## src/rtl/fetch_ctrl_pkg.sv

```systemverilog
// Shared types and constants for the instruction-fetch sequencer.
// Entries carry the fetch PC alongside the returned word.
package fetch_ctrl_pkg;

   localparam int XLEN        = 32;
   localparam int INSTR_BYTES = 4;

   typedef enum logic [1:0] {
      IDLE  = 2'd0,
      FETCH = 2'd1,
      FAULT = 2'd2
   } fetch_state_e;

   typedef struct packed {
      logic [XLEN-1:0] pc;
      logic [XLEN-1:0] instr;
   } fetch_entry_t;

   // Redirect targets are always forced onto a word boundary.
   function automatic logic [XLEN-1:0] align_word(input logic [XLEN-1:0] addr);
      return {addr[XLEN-1:2], 2'b00};
   endfunction

endpackage

```

## src/rtl/fetch_ctrl_buf.sv

```systemverilog
// Small circular FIFO of fetch entries with a registered head and flush.
// Slot storage is reset to zero so the head reads zero out of reset.
module fetch_buf
   import fetch_ctrl_pkg::*;
#(
   parameter int DEPTH = 2
) (
   input  logic         clk,
   input  logic         rst_n,
   input  logic         flush,
   input  logic         push,
   input  logic         pop,
   input  fetch_entry_t push_entry,
   output fetch_entry_t head_entry,
   output logic         full,
   output logic         empty
);

   localparam int AW = (DEPTH > 1) ? $clog2(DEPTH) : 1;
   localparam int CW = AW + 1;

   logic [AW-1:0] wr_ptr_reg;
   logic [AW-1:0] rd_ptr_reg;
   logic [CW-1:0] count_reg;
   logic          push_ok;
   logic          pop_ok;
   fetch_entry_t  slot_w [DEPTH];

   assign empty   = (count_reg == '0);
   assign full    = (count_reg == CW'(DEPTH));
   assign pop_ok  = pop & ~empty;
   assign push_ok = push & (~full | pop_ok);

   genvar gi;
   generate
      for (gi = 0; gi < DEPTH; gi++) begin : g_slot
         fetch_entry_t slot_reg;
         always_ff @(posedge clk or negedge rst_n) begin
            if (!rst_n) begin
               slot_reg <= '0;
            end else if (push_ok && !flush && wr_ptr_reg == AW'(gi)) begin
               slot_reg <= push_entry;
            end
         end
         assign slot_w[gi] = slot_reg;
      end
   endgenerate

   assign head_entry = slot_w[rd_ptr_reg];

   // Flush wins over any same-cycle push or pop.
   always_ff @(posedge clk or negedge rst_n) begin
      if (!rst_n) begin
         wr_ptr_reg <= '0;
         rd_ptr_reg <= '0;
         count_reg  <= '0;
      end else if (flush) begin
         wr_ptr_reg <= '0;
         rd_ptr_reg <= '0;
         count_reg  <= '0;
      end else begin
         if (push_ok) begin
            wr_ptr_reg <= (wr_ptr_reg == AW'(DEPTH - 1)) ? '0 : wr_ptr_reg + AW'(1);
         end
         if (pop_ok) begin
            rd_ptr_reg <= (rd_ptr_reg == AW'(DEPTH - 1)) ? '0 : rd_ptr_reg + AW'(1);
         end
         count_reg <= count_reg + CW'(push_ok) - CW'(pop_ok);
      end
   end

endmodule

```

## src/rtl/fetch_ctrl.sv

```systemverilog
// Fetch sequencer: owns the PC, fetches from a combinational instruction
// memory into a prefetch buffer, and hands instructions to decode.
module fetch_ctrl
   import fetch_ctrl_pkg::*;
#(
   parameter int                    DATA_WIDTH = 32,
   parameter int                    MEM_SIZE   = 1024,
   parameter logic [DATA_WIDTH-1:0] RESET_PC   = 32'h0000_0000,
   parameter int                    BUF_DEPTH  = 2
) (
   input  logic                  clk,
   input  logic                  rst_n,
   input  logic                  fetch_en_i,
   output logic [DATA_WIDTH-1:0] imem_addr_o,
   input  logic [DATA_WIDTH-1:0] imem_instr_i,
   input  logic                  redirect_i,
   input  logic [DATA_WIDTH-1:0] redirect_pc_i,
   output logic                  instr_valid_o,
   output logic [DATA_WIDTH-1:0] instr_o,
   output logic [DATA_WIDTH-1:0] pc_o,
   input  logic                  instr_ready_i,
   output logic                  fetch_fault_o,
   output logic [31:0]           fetch_count_o
);

   localparam logic [DATA_WIDTH-1:0] FETCH_LIMIT = DATA_WIDTH'(MEM_SIZE * INSTR_BYTES);

   fetch_state_e          state_reg, state_next;
   logic [DATA_WIDTH-1:0] pc_reg, pc_next;
   logic [31:0]           count_reg;
   logic                  in_range;
   logic                  pop;
   logic                  push;
   logic                  buf_full;
   logic                  buf_empty;
   fetch_entry_t          push_entry;
   fetch_entry_t          head_entry;

   assign in_range      = (pc_reg < FETCH_LIMIT);
   assign instr_valid_o = ~buf_empty;
   assign pop           = instr_valid_o & instr_ready_i;
   assign push          = (state_reg == FETCH) & ~redirect_i & in_range & (~buf_full | pop);

   assign push_entry.pc    = pc_reg;
   assign push_entry.instr = imem_instr_i;

   fetch_buf #(
      .DEPTH (BUF_DEPTH)
   ) u_buf (
      .clk        (clk),
      .rst_n      (rst_n),
      .flush      (redirect_i),
      .push       (push),
      .pop        (pop),
      .push_entry (push_entry),
      .head_entry (head_entry),
      .full       (buf_full),
      .empty      (buf_empty)
   );

   always_ff @(posedge clk or negedge rst_n) begin
      if (!rst_n) begin
         state_reg <= IDLE;
         pc_reg    <= RESET_PC;
         count_reg <= '0;
      end else begin
         state_reg <= state_next;
         pc_reg    <= pc_next;
         if (push) begin
            count_reg <= count_reg + 32'd1;
         end
      end
   end

   // A redirect overrides every state, including the sticky fault.
   always_comb begin
      state_next = state_reg;
      pc_next    = pc_reg;
      if (redirect_i) begin
         state_next = fetch_en_i ? FETCH : IDLE;
         pc_next    = align_word(redirect_pc_i);
      end else begin
         if (push) begin
            pc_next = pc_reg + DATA_WIDTH'(INSTR_BYTES);
         end
         case (state_reg)
            IDLE:    if (fetch_en_i) state_next = FETCH;
            FETCH: begin
               if (!in_range)        state_next = FAULT;
               else if (!fetch_en_i) state_next = IDLE;
            end
            FAULT:   state_next = FAULT;
            default: state_next = IDLE;
         endcase
      end
   end

   assign imem_addr_o   = pc_reg;
   assign instr_o       = head_entry.instr;
   assign pc_o          = head_entry.pc;
   assign fetch_fault_o = (state_reg == FAULT);
   assign fetch_count_o = count_reg;

endmodule

```

## config.mk

```make
export PLATFORM = sky130hd
export DESIGN_NAME = fetch_ctrl
export DESIGN_NICKNAME = d
export VERILOG_FILES = /design/src/rtl/fetch_ctrl_pkg.sv /design/src/rtl/fetch_ctrl_buf.sv /design/src/rtl/fetch_ctrl.sv
export SDC_FILE = /design/constraint.sdc
export NUM_CORES = 1
export LEC_CHECK = 0
export BUFFER_PORTS_ARGS = -buffer_cell sky130_fd_sc_hd__buf_2
export CORE_MARGIN = 4
export CORE_UTILIZATION = 44
export CTS_BUF_LIST = sky130_fd_sc_hd__clkbuf_16
export DETAILED_ROUTE_END_ITERATION = 12
export GPL_TIMING_DRIVEN = 1
export PLACE_DENSITY = 0.76
export SLEW_MARGIN = 30
export SYNTH_ARGS = -nofsm -noshare
export SYNTH_HDL_FRONTEND = slang
export SYNTH_SLANG_ARGS = --single-unit
```

## constraint.sdc

```tcl
create_clock -name clk -period 3.01 [get_ports clk]
set_input_delay 0.602 -clock clk [delete_from_list [all_inputs] [get_ports clk]]
set_output_delay 0.602 -clock clk [all_outputs]
set_load 0.005 [all_outputs]
```

# == Yosys cells after proc, flatten, opt, wreduce, memory -nomap -nowiden ==
# Cells that the tools add are included.
# classes
add_sub_neg,6
n_lt_le_gt_ge,2
eq_ne,5
muxes,18
n_bitwise,13
n_reduce_logical,10
# ops
op,n
64-bit 2-to-1 mux,3
32-bit 2-to-1 mux,2
"32-bit by 1-bit adder with 32-bit output, second input constant",1
"32-bit by 3-bit adder with 32-bit output, second input constant",1
"32-bit by 13-bit less-than comparator with 1-bit output, second input constant",1
2-bit 2-to-1 mux,5
1-bit 2-to-1 mux,7
1-bit bitwise AND,6
2-bit case mux with 3 select lines,1
2-bit nonzero test,3
"2-bit equality test, second input constant",2
2-bit logical NOT,2
"4-bit != test, second input constant",1
1-bit NOT,4
1-bit logical AND,3
"3-bit != test, second input constant",1
"1-bit adder, second input constant",2
2-bit by 1-bit adder with 2-bit output,1
"2-bit by 1-bit equality test with 1-bit output, second input constant",1
"2-bit greater-or-equal comparator, second input constant",1
1-bit NOT with 2-bit output,1
1-bit OR,2
2-bit AND reduction,1
2-bit by 1-bit subtractor with 2-bit output,1
1-bit logical NOT,1
# word_totals
regBits,198
input_bits,69
output_inout_bits,130

# == Depth between registers and ports, before layout ==
# Gate-level depths: netlist (run 1).
# depth
ltp_word,9
ltp_mapped,8

# == Hierarchy ==
# A second synthesis (run 1) with hierarchy kept.
# unflattened
hier_cells,652
area_unflattened_um2,9033.7
# modules_own_cells
mod,n_inst,cells_each,area_per_inst_um2
fetch_buf,1,370,5949.5
fetch_ctrl,1,282,3084.2

# == Worst setup path after synthesis (run 1) ==
# No wires, ideal clock.
# synth_path
path_kind,register to register
start,"register pc_reg[21], in the netlist imem_addr_o[21]"
end,register u_buf.g_slot[0].slot_reg[10] (netlist name)
setup_time_ns,0.125
arrival_time_ns,2.227
t_required_ns,2.885
slack_ns,0.658
stages_incl_launch_ff,8
path_buffers,2
period_less_slack_ns,2.352
cell_sequence,dfrtp_1 > or4_4 > nand4b_4 > or3_1 > buf_6 > nor2_8 > buf_4 > mux2_2
# synth_between
elab_chain_len,6
# synth_lines
element,line_no,text
start: declaration,fetch_ctrl.sv:29,"logic [DATA_WIDTH-1:0] pc_reg, pc_next;"
start signal: assignment,fetch_ctrl.sv:68,pc_reg <= pc_next;
32-bit by 13-bit less-than comparator with 1-bit output,fetch_ctrl.sv:39,assign in_range = (pc_reg < FETCH_LIMIT);
1-bit bitwise AND (2 in series),fetch_ctrl.sv:42,assign push = (state_reg == FETCH) & ~redirect_i & in_range & (~buf_full | pop);
1-bit bitwise AND,fetch_ctrl_buf.sv:32,assign push_ok = push & (~full | pop_ok);
1-bit logical AND (2 in series),fetch_ctrl_buf.sv:41,end else if (push_ok && !flush && wr_ptr_reg == AW'(gi)) begin
end signal: assignment,fetch_ctrl_buf.sv:42,slot_reg <= push_entry;
end: declaration,fetch_ctrl_buf.sv:37,fetch_entry_t slot_reg;
# No other way between the ends.
# A chain may end at the register's enable or synchronous reset.

# == Worst setup path after layout (run 1) ==
# layout_path
start,"register pc_reg[21], in the netlist imem_addr_o[21]"
end,register u_buf.g_slot[0].slot_reg[17] (netlist name)
# Same word-level chain as after synthesis.

==> reports/summary.md, run 1 <==
At the end of the flow, the number of nets in the layout was 891. The starting DRC count in detailed routing is 184, and the HPWL after detailed placement is 12260 µm. The via-per-instance ratio is 5.049, and the sum of buffers and inverters on the critical path is 1.

The first global-routing pass estimated 29970 µm of wire. The vertical die dimension is 146.8 µm. The clock power share is 0.404.

Along the worst path, the maximum fanout reaches 26. The die covers 0.02154 mm². The number of enable-type register cells in the synthesized netlist was 0; the register-to-register setup slack was 0.41 ns. Global routing finished with a remaining overflow of 0. The later pin in the worst-skew pair is clocked with a latency of 0.42 ns. TritonCTS built the clock tree. The number of cells on the worst reg-to-reg path is 6. The synthesis-stage register bit count works out to 192. The final max-slew violation count was 0; the final standard cell count with taps included and fillers excluded was 1091.

The tools report the kind of end point of the critical path as a register. The analysis attributes to net switching a power of 0.001201 W. The tools report the final wirelength as 17970 µm.

The largest net degree at the start of global routing came out at 100. The logs give 0.073 for the part of the power in combinational logic and 1059 for the cell count after placement. The type of the tightest min-delay check was input pin to async pin.

For this design, the slowest cell found on the critical path is sky130_fd_sc_hd__or4_4. The post-cts sizing count was 0; the number of levels in the clock H-tree was 4. The worst register-to-register path ends at u_buf.g_slot[0].slot_reg[17]. The worst slew slack as a fraction of its limit came out at 0.4546. The fraction of registers with async set or reset after synthesis is 1.000.

The worst setup path is launched from a register. In this run, CTS created clock tree buffers numbering 17. The detailed router placed 5509 vias in this run.

The logs give 5697 for the number of global-route vias before repair and 624 for the number of instances in the synthesized netlist. Port buffering added 192 buffers. For this design the top-level I/O count stands at 199. Layout-stage area growth over the synthesis result: 21.60%. Data on the critical path is required at its endpoint by 3.30 ns.

The switching power share of the total came out at 0.2342. Power spread over the standard cell area amounts to 497.8 mW/mm². The total number of yosys warnings was 0; the wire length per cell was 16.47 µm.

The width of the die works out to 146.8 µm. The hold buffer count at CTS was 0. The most used flip-flop cell after synthesis is sky130_fd_sc_hd__dfrtp_1. The critical path goes through or4_4, nand4b_4, or3_1, nor2_8, buf_12, mux2_2. For the effective utilization at floorplan, the log shows 0.4500.

The run gives 0 as the count of final setup violators. The run gives 0.5670 as the share of synthesized area occupied by flip-flops and latches. After synthesis the cells add up to 0.008473 mm².

Counting along the longest clock path gives a buffer depth of 2. In this run the static leakage power is 5.523 nW. The worst setup skew after layout was 0.01187 ns. The maximum clock frequency is 0.3853 GHz. The worst-margin pin slew works out to 0.8180 ns.

Cell internal power was estimated by the tool at 0.003928 W. The part of the power in registers came out at 0.523. Cell class contributing the biggest share of worst-path delay: simple AND/OR/NAND/NOR gates. The maximum resistive drop on vdd was 380.0 µV; the setup TNS after final layout was 0 ns. The largest stage delay on the critical path is 0.55 ns.

After clock tree synthesis, the clock-pin slew on the worst setup and hold paths is 0.07 ns. The number of different library cells used by synthesis comes to 46. The final clock period utilization by the worst path was 0.8623. The critical register-to-register path startpoint is imem_addr_o[21].

The layout has 1583 filler cells. The tools report the number of antenna violations at the first check in global routing as 3. The tree is rooted in a sky130_fd_sc_hd__clkbuf_16.

The tools report the count of unresolved DRC violations after routing as 0. The global router's overall resource usage is 0.1711. The critical path is of the register to register type. The cell type with the largest total area after synthesis is sky130_fd_sc_hd__dfrtp_1. Once the clock tree was built, the setup fixing pass inserted 0 buffers. The initialized floorplan defines 50 standard-cell rows.

Number of flip-flops in the largest register: 124. In this run the mean area of a mapped cell was 13.58 µm². The flow ran to the end, and the final reports show no timing, DRC or antenna violations. The fraction of layout cells with a size suffix above 1 is 0.5127, and the arrival time at the worst endpoint is 2.89 ns. The top cell type's share of synthesized area is 0.5670, and the number of nets still failing antenna checks after routing is 0. The number of hold violations in the final report is 0. Setup repair after global routing left no endpoint under its margin.

By area the synthesized netlist is led by sky130_fd_sc_hd__dfrtp_1 57%, sky130_fd_sc_hd__mux2_2 22%, sky130_fd_sc_hd__xor2_1 2.2%, sky130_fd_sc_hd__and2_1 1.7%, sky130_fd_sc_hd__nor2b_1 1.6%. Counting I/O delays and the setup requirement, the final critical path takes 2.595 ns. The first detailed-routing pass took 4 iterations. After floorplanning, the core was sized to cover 0.01883 mm². Across the run, the number of max-cap violations was 0. The global placement routability congestion is 0.7861. Clock tree synthesis found a total of 192 sinks.
[cell usage after synthesis, types with 3 or more instances]
cell type	instances
sky130_fd_sc_hd__xor2_1	21
sky130_fd_sc_hd__buf_1	7
sky130_fd_sc_hd__and3_1	6
sky130_fd_sc_hd__xnor2_1	13
sky130_fd_sc_hd__buf_4	8
sky130_fd_sc_hd__inv_1	10
sky130_fd_sc_hd__buf_6	3
sky130_fd_sc_hd__nor4_2	7
sky130_fd_sc_hd__ha_1	4
sky130_fd_sc_hd__mux2_2	166
sky130_fd_sc_hd__and2_1	23
sky130_fd_sc_hd__nor3_2	6
sky130_fd_sc_hd__o21ai_0	8
sky130_fd_sc_hd__nor2_1	15
sky130_fd_sc_hd__buf_2	6
sky130_fd_sc_hd__nor3b_1	3
sky130_fd_sc_hd__nand3_1	13
sky130_fd_sc_hd__dfrtp_1	192
sky130_fd_sc_hd__nand2_1	22
sky130_fd_sc_hd__nor4_1	9
sky130_fd_sc_hd__a221o_1	6
sky130_fd_sc_hd__nor2b_1	21
sky130_fd_sc_hd__nand4_1	9
sky130_fd_sc_hd__nor3_1	7
sky130_fd_sc_hd__clkbuf_1	11
[how the worst max path moves through the flow]
stage	cells after the start	from	endpoint
after detailed placement	6	imem_addr_o[21]	u_buf.g_slot[0].slot_reg[10]
final	6	imem_addr_o[21]	u_buf.g_slot[0].slot_reg[17]
after global routing	6	imem_addr_o[21]	u_buf.g_slot[0].slot_reg[17]
after global placement	6	imem_addr_o[21]	u_buf.g_slot[0].slot_reg[17]
after CTS	6	imem_addr_o[21]	u_buf.g_slot[0].slot_reg[20]
after floorplan	7	imem_addr_o[21]	u_buf.g_slot[0].slot_reg[10]
[logic make-up (layout without fill, tap and decap cells)]
| group | after synthesis | count (layout) | synth area share |
|---|---|---|---|
| buffers and inverters | 46 | 248 | 0.02880 |
| xor gates and xnor gates | 34 | 34 | 0.03515 |
| muxes | 167 | 167 | 0.2218 |
| and+or+nand+nor | 154 | 154 | 0.1175 |
| adders and majority gates | 4 | 4 | 0.005907 |
| DFF | 192 | 192 | 0.5670 |
| other | 1 | 6 | 0.0004426 |
| AOI/OAI and AO/OA | 26 | 26 | 0.02333 |
[worst reg2reg max path, delay by kind of cell, from the launching register on]
| kind | cells | cell delay, ns |
|---|---|---|
| simple gates | 4 | 1.48 |
| buf+inv | 1 | 0.24 |
| flops | 1 | 0.40 |
| mux | 1 | 0.36 |
[cell type report]
cell class / count / area, µm² / share of cell area
antenna: 2 / 5.005 / 0.0004857
clock buffer: 17 / 425.4 / 0.04129
clock inverter: 13 / 101.3 / 0.009836
inverter: 10 / 37.54 / 0.003643
multi-input combinational: 389 / 3438 / 0.3337
sequential: 192 / 4806 / 0.4664
tap: 260 / 325.3 / 0.03157
timing repair buffer: 208 / 1165 / 0.1131
[power groups by stage]
stage | sequential [W] | combinational [W] | clock [W]
floorplan | 0.00272 | 0.000187 | 0
global placement | 0.00273 | 0.000380 | 0
detailed placement | 0.00273 | 0.000385 | 0
CTS | 0.00268 | 0.000387 | 0.00214
global route | 0.00269 | 0.000421 | 0.00225
finish | 0.00268 | 0.000376 | 0.00207
[metal layers]
metal / GRT usage / wire, µm / part of all wire
met2: 0.2625 / 8469 / 0.47
met3: 0.04349 / 995 / 0.055
met5: 0 / 13 / 0.00072
met4: 0.05503 / 312 / 0.017
met1: 0.2399 / 8175 / 0.46
[stage by stage]
step	setup WS (ns)	area (µm²)	utilization	power (W)	hold slack, ns
floorplan	0.6580	8484	-	0.002907	0.3064
global placement	0.4454	9772	0.5189	0.003110	0.4506
detailed placement	0.3956	9772	0.5189	0.003116	0.4567
CTS	0.3823	10300	0.5469	0.005208	0.3026
global route	0.3206	10300	0.5472	0.005360	0.3228
finish	0.4146	10300	0.5472	0.005129	0.2611
[layout by cell type, fill, tap and decap left out, types with 7 or more instances in the layout]
master | synthesis | layout
sky130_fd_sc_hd__nand2_1 | 22 | 21
sky130_fd_sc_hd__nor2_1 | 15 | 15
sky130_fd_sc_hd__nor3_1 | 7 | 7
sky130_fd_sc_hd__mux2_2 | 166 | 166
sky130_fd_sc_hd__nand3_1 | 13 | 13
sky130_fd_sc_hd__nor4_1 | 9 | 9
sky130_fd_sc_hd__buf_4 | 8 | 10
sky130_fd_sc_hd__nor4_2 | 7 | 7
sky130_fd_sc_hd__clkbuf_16 | 0 | 17
sky130_fd_sc_hd__dfrtp_1 | 192 | 191
sky130_fd_sc_hd__nor2b_1 | 21 | 21
sky130_fd_sc_hd__buf_2 | 6 | 191
sky130_fd_sc_hd__o21ai_0 | 8 | 8
sky130_fd_sc_hd__inv_1 | 10 | 14
sky130_fd_sc_hd__xor2_1 | 21 | 21
sky130_fd_sc_hd__and2_1 | 23 | 23
sky130_fd_sc_hd__nand4_1 | 9 | 9
sky130_fd_sc_hd__xnor2_1 | 13 | 13
No activity file was read; power rests on OpenSTA's default activity.
==> inputs of run 2 (changes only) <==
- CORE_UTILIZATION: 44 -> 38
- PLACE_DENSITY: 0.76 -> 0.69
==> run 2 against run 1 <==
  * Routed wire length is 5.6% higher
  * Sequential share of layout area is 0.25 points lower
  * Clock skew is 0.0039 ns lower
  * Flip-flop and latch count stayed put
  * Total power rose by 4.2%
  * Die area up 15%
  * Sequential power barely moved
  * Register-to-register slack better by 0.04 ns
  * Combinational power shrank 1%
  * Highest routed layer unchanged
==> reports/summary.md, run 2 (synthesis gave the netlist of run 1 again) <==
The run gives 0 as the hold buffer count at CTS. Sum of buffers and inverters on the critical path: 1. The worst setup path is captured at a register.

The die covers 0.02475 mm². The run gives 0 as the count of max-cap constraint violations. The clock transition at the registers of the reported paths is 0.07 ns, and the HPWL after detailed placement is 12540 µm. Using the TritonRoute via totals, the vias-per-cell ratio works out to 4.956.

The number of flip-flops in the largest register was 124; the overflow left after global routing was 0. Maximum clock frequency: 0.3910 GHz. STA puts the critical path data arrival time at 2.87 ns.

The overall via count from detail_route came out at 5496. Entering global routing, the biggest net connects 71 pins. Setup repair after global routing left no endpoint under its margin. The run gives 325.8 µV as the maximum resistive drop on vdd. The min-delay analysis places its worst path in the category input pin to async pin. The library cells used most frequently in the layout, excluding fill and tap cells, are 191 x sky130_fd_sc_hd__dfrtp_1, 191 x sky130_fd_sc_hd__buf_2, 166 x sky130_fd_sc_hd__mux2_2, 23 x sky130_fd_sc_hd__and2_1. The number of nets at the end of the flow is 887. The worst setup path is launched from a register.

The power per cell area came out at 515.9 mW/mm². Relative to the synthesized area, the layout overhead comes to 22.25%. The width of the die works out to 157.3 µm.

The die is 157.3 µm tall. The maximum buffer depth of the clock tree came out at 2. The largest single stage delay on the critical path is 0.55 ns. The fraction of layout cells with a size suffix above 1 came out at 0.5127. For the count of final setup violators, the log shows 0. Along the worst path, the maximum fanout reaches 30.

The first global-routing pass estimated 30080 µm of wire. The critical path crosses 6 cells after its start point. Following the worst setup path forward leads to its endpoint at u_buf.g_slot[0].slot_reg[8]. The worst-margin pin slew is 0.6176 ns.

Critical setup path kind: register to register. Tracing the worst setup path back leads to its startpoint at imem_addr_o[21]. The count of unresolved DRC violations after routing is 0, and the logic depth of the worst register-to-register path is 6.

For this block, the routed nets add up to 18970 µm of wire. The tools report the critical register-to-register path startpoint as imem_addr_o[21]. Cell class contributing the biggest share of worst-path delay: simple AND/OR/NAND/NOR gates.

After detailed routing, the average wire length per cell comes to 17.11 µm. The global router's overall resource usage was 0.1539; the post-route standard cell area excluding fillers was 0.01036 mm². The global placement routability congestion was 0.7825; the number of iterations in the first detailed-routing pass was 6. Once placement finished, the instance area stood at 0.009767 mm². The signal on the critical path passes through or4_4, nand4b_4, or3_1, nor2_8, buf_12, mux2_2.

In this run, the number of DRC markers left after iteration 0 of detailed routing was 255. The worst path in the final design needs a cycle of 2.557 ns, including I/O delays and setup. The worst slew slack as a fraction of its limit is 0.5883, and the clock net sink count is 192. The clock arrives with 0.008011 ns of skew. The register-to-register setup slack is 0.45 ns, and the number of nets still failing antenna checks after routing is 0. Clock tree synthesis inserted a total of 17 buffers. The run finished with clean final reports. Destination of the worst register-to-register timing path: u_buf.g_slot[0].slot_reg[8]. The final max-slew violation count came out at 0. The largest individual stage delay along the critical path comes from the cell sky130_fd_sc_hd__or4_4. At the worst endpoint, the required time is 3.32 ns. The run gives 0.42 ns as the clock latency on the worst-skew pair. Adding up every negative setup slack in the final design gives 0 ns. The number of port buffers was 192; the floorplan row count was 54. The post-cts sizing count was 0. The number of global-route vias before repair was 5712; the fill cell total of the finished layout was 2002. The number of levels in the clock H-tree was 4; the final clock period utilization by the worst path was 0.8496. The tools report the effective utilization at floorplan as 0.3871. The region available for standard cell placement spans 0.02189 mm². The number of antenna violations at the first check in global routing came out at 4. For this design the static power due to leakage is 5.524 nW. Number of primary I/O pins: 199. In this run the post-CTS setup repair buffer count came out at 0.

Number of hold violations in the final report: 0. Clock tree synthesis selected as its root buffer the cell sky130_fd_sc_hd__clkbuf_16. TritonCTS built the clock tree.
-- run 2: layer usage --
layer,up-vias,global-route usage,part of all wire
met1,2740,0.2003,0.46
met4,4,0.06063,0.024
met3,31,0.04014,0.055
li1,2577,-,-
met2,144,0.2469,0.46
met5,-,0,0.0015
-- run 2: worst min path at each step --
stage / from / end / slack (ns) / depth (start not counted)
floorplan: rst_n / fetch_count_o[0] / 0.31 / 0
global placement: fetch_count_o[31] / fetch_count_o[31] / 0.45 / 1
detailed placement: fetch_count_o[31] / fetch_count_o[31] / 0.46 / 1
CTS: rst_n / fetch_count_o[7] / 0.20 / 1
global route: rst_n / fetch_count_o[9] / 0.21 / 1
finish: rst_n / fetch_count_o[7] / 0.17 / 1
-- run 2: power by group --
part	total (W)	internal, W	switching [W]
clock network	0.00229	0.00124	0.00104
logic	0.000371	0.000176	0.000195
registers	0.00269	0.00263	0.0000604
-- run 2: through the flow --
step	instances	total power [W]	util	worst slack (ns)	hold slack, ns
floorplan	627	0.002907	-	0.6580	0.3064
global placement	1075	0.003113	0.4462	0.4528	0.4525
detailed placement	1075	0.003118	0.4462	0.4290	0.4552
CTS	1107	0.005439	0.4730	0.4269	0.1950
global route	1109	0.005585	0.4732	0.3500	0.2072
finish	1109	0.005344	0.4732	0.4527	0.1729
-- run 2: area by class of cell --
type	instances	area (µm²)	share of cell area
antenna	2	5.005	0.0004831
clock buffer	17	425.4	0.04107
clock inverter	15	161.4	0.01558
inverter	10	37.54	0.003624
multi-input combinational	389	3438	0.3319
sequential	192	4806	0.4639
tap	280	350.3	0.03382
timing repair buffer	204	1135	0.1096
==> inputs of run 3 (changes only) <==
- PLACE_DENSITY: 0.69 -> 0.71
- clock period: 3.01 -> 2.2 ns (I/O delays scaled with it)
==> run 3 against run 2 <==
  * Setup slack got worse by 0.59 ns
  * Cell count is 3.6% higher
  * Register-to-register slack got worse by 0.59 ns
  * Clock power up 28%
  * Sequential share of layout area fell by 2.7 points
  * Clock skew is essentially flat
  * Critical path type unchanged
  * Total power grew 35%
  * Via count is 2.3% higher
  * Sequential power is 36% higher
  * The flow now finishes with violations (negative setup slack)
==> reports/summary.md, run 3 (synthesis gave the netlist of run 1 again) <==
The global router's overall resource usage is 0.1601. Summing internal, switching and leakage power gives 0.007206 W. The tools report the overall via count from detail_route as 5620.

The layout has 1959 filler cells. The effective utilization at floorplan came out at 0.3871. The fraction of layout cells with a size suffix above 1 came out at 0.5599. The type of the tightest min-delay check is input pin to async pin. Global routing finished with a remaining overflow of 0. The number of iterations in the first detailed-routing pass was 6; the number of antenna violations at the first check in global routing was 1. The wire length per cell was 17.00 µm; the number of levels in the clock H-tree was 4. At the worst endpoint, the arrival time is 2.64 ns.

The floorplan row count is 54. The hold buffer count at CTS was 0. The finished cells cover 0.01100 mm².

The time the final worst path needs with I/O delays and setup was 2.336 ns. For this run, the top clock speed supported by timing is 0.4280 GHz. The region available for standard cell placement spans 0.02189 mm². The clock arrives with 0.008473 ns of skew. Setup repair after global routing could not meet its margin everywhere. The maximum fanout along the worst path was 24; the number of hold violations in the final report was 0. The worst setup path is captured at a register. For this design the ratio of total power to cell area is 655.2 mW/mm².

The starting DRC count in detailed routing was 203; the worst setup slack after layout was -0.1362 ns. The flow ran to the end, but the final reports show violations. The worst setup path is of the register to register kind. Leaving out fill and tap cells, the most frequent cells in the layout are 191 x sky130_fd_sc_hd__dfrtp_1, 191 x sky130_fd_sc_hd__buf_2, 151 x sky130_fd_sc_hd__mux2_2, 38 x sky130_fd_sc_hd__buf_4, 23 x sky130_fd_sc_hd__and2_1. The worst slew slack as a fraction of its limit was 0.5179. For this design the static power due to leakage is 5.947 nW. The first global-routing pass estimated 31660 µm of wire. The final clock period utilization by the worst path was 1.062; the number of nets at the end of the flow was 928. The worst-margin pin slew was 0.7231 ns.

The clock transition at the registers of the reported paths works out to 0.07 ns. The cell at the slowest stage of the critical path is sky130_fd_sc_hd__or4_4. TritonCTS built the clock tree.

The multi-input combinational cells in the finished layout cover a total of 0.003692 mm². The clock reaches the later pin of the worst-skew pair after 0.42 ns. The number of global-route vias before repair was 5899; the post-detailed-placement cell area was 0.01013 mm².

The register with the most flip-flops in the layout has 124 of them. The area of all sequential standard cells came out at 0.004806 mm². The final reports fail on negative setup slack. The critical path goes through or4_4, nand4b_4, or3_4, nor2_8, buf_12, mux2_2. The CTS buffer count was 17; the number of nets still failing antenna checks after routing was 0. For the global placement routability congestion, the log shows 0.7997.

STA classifies the critical path startpoint as a register. The number of primary I/O pins was 199. Entering global routing, the biggest net connects 64 pins. The HPWL after detailed placement was 13510 µm.

Count of final setup violators: 102. During placement, the flow inserted port buffers numbering 192. From left edge to right edge, the die measures 157.3 µm.

The cell sitting at the root of the clock tree is a sky130_fd_sc_hd__clkbuf_16. Relative to the synthesized area, the layout overhead comes to 29.81%. Using the TritonRoute via totals, the vias-per-cell ratio works out to 4.891.

Across the VDD grid, the largest voltage drop is 428.5 µV. The clock drives 192 sinks. The largest single stage delay on the critical path is 0.54 ns. For the maximum buffer depth of the clock tree, the log shows 2.

The tools report the required time of the worst setup path as 2.50 ns. The logs give 0 for the count of unresolved DRC violations after routing and 19540 µm for the final wirelength. The die covers 0.02475 mm². The floorplan step set the die height to 157.3 µm. The tools report the count of max-cap constraint violations as 0. Final max-slew violation count: 0.
## run 3: critical path, delay by kind of cell, from the launching register on
| kind | cells | cell delay [ns] |
|---|---|---|
| buffers and inverters | 1 | 0.20 |
| flip-flops | 1 | 0.39 |
| AND/OR/NAND/NOR | 4 | 1.25 |
| multiplexers | 1 | 0.36 |
## run 3: routing by layer
metal / vias up / global-route usage / wire length (µm) / share of wire
met2: 101 / 0.2695 / 9807 / 0.50
met3: 12 / 0.03602 / 821 / 0.042
met4: 0 / 0.03851 / 201 / 0.010
met5: - / 0 / 0 / 0
li1: 2661 / - / - / -
met1: 2846 / 0.2117 / 8704 / 0.45
## run 3: worst paths after layout
kind	start	endpoint	slack, ns	depth (start not counted)
min reg2reg	fetch_count_o[31]	fetch_count_o[31]	0.46	1
max in group asynchronous	rst_n	u_buf.g_slot[1].slot_reg[39]	1.56	2
max reg2reg	imem_addr_o[21]	u_buf.g_slot[0].slot_reg[19]	-0.14	6
max	imem_addr_o[21]	u_buf.g_slot[0].slot_reg[19]	-0.14	6
min	rst_n	imem_addr_o[24]	0.002	1
min in group clk	fetch_en_i	state_reg[0]	0.24	2
## run 3: through the flow
step           hold WS, ns  TNS, ns  std cells  worst slack, ns    util
3_5_place_dp        0.4491   -13.63       1109          -0.2315  0.4626
5_1_grt            0.02017   -15.96       1149          -0.1955  0.5025
3_3_place_gp        0.4570   -9.285       1109          -0.1533  0.4626
6_report          0.002072   -6.156       1149          -0.1362  0.5025
4_1_cts            0.01095   -9.780       1148          -0.1486  0.4983
2_1_floorplan       0.1444   -5.954        627          -0.1416       -
## run 3: timing repair
action | CTS | global route
cloned | 1 | 0
buffers inserted | 6 | 1
resized for setup | 33 | 23
pin swaps | 16 | 10
endpoints found under the setup margin | 135 | 163
## run 3: power breakdown
group          internal [W]  switching [W]
registers           0.00359      0.0000732
logic              0.000302       0.000304
clock network       0.00149        0.00145
## run 3: area by class of cell
cell class | instances | area share
Antenna cell | 1 | 0.0002275
Clock buffer | 17 | 0.03868
Clock inverter | 15 | 0.01149
Inverter | 10 | 0.003413
Multi-Input combinational cell | 389 | 0.3357
Sequential cell | 192 | 0.4369
Tap cell | 280 | 0.03185
Timing Repair Buffer | 245 | 0.1417
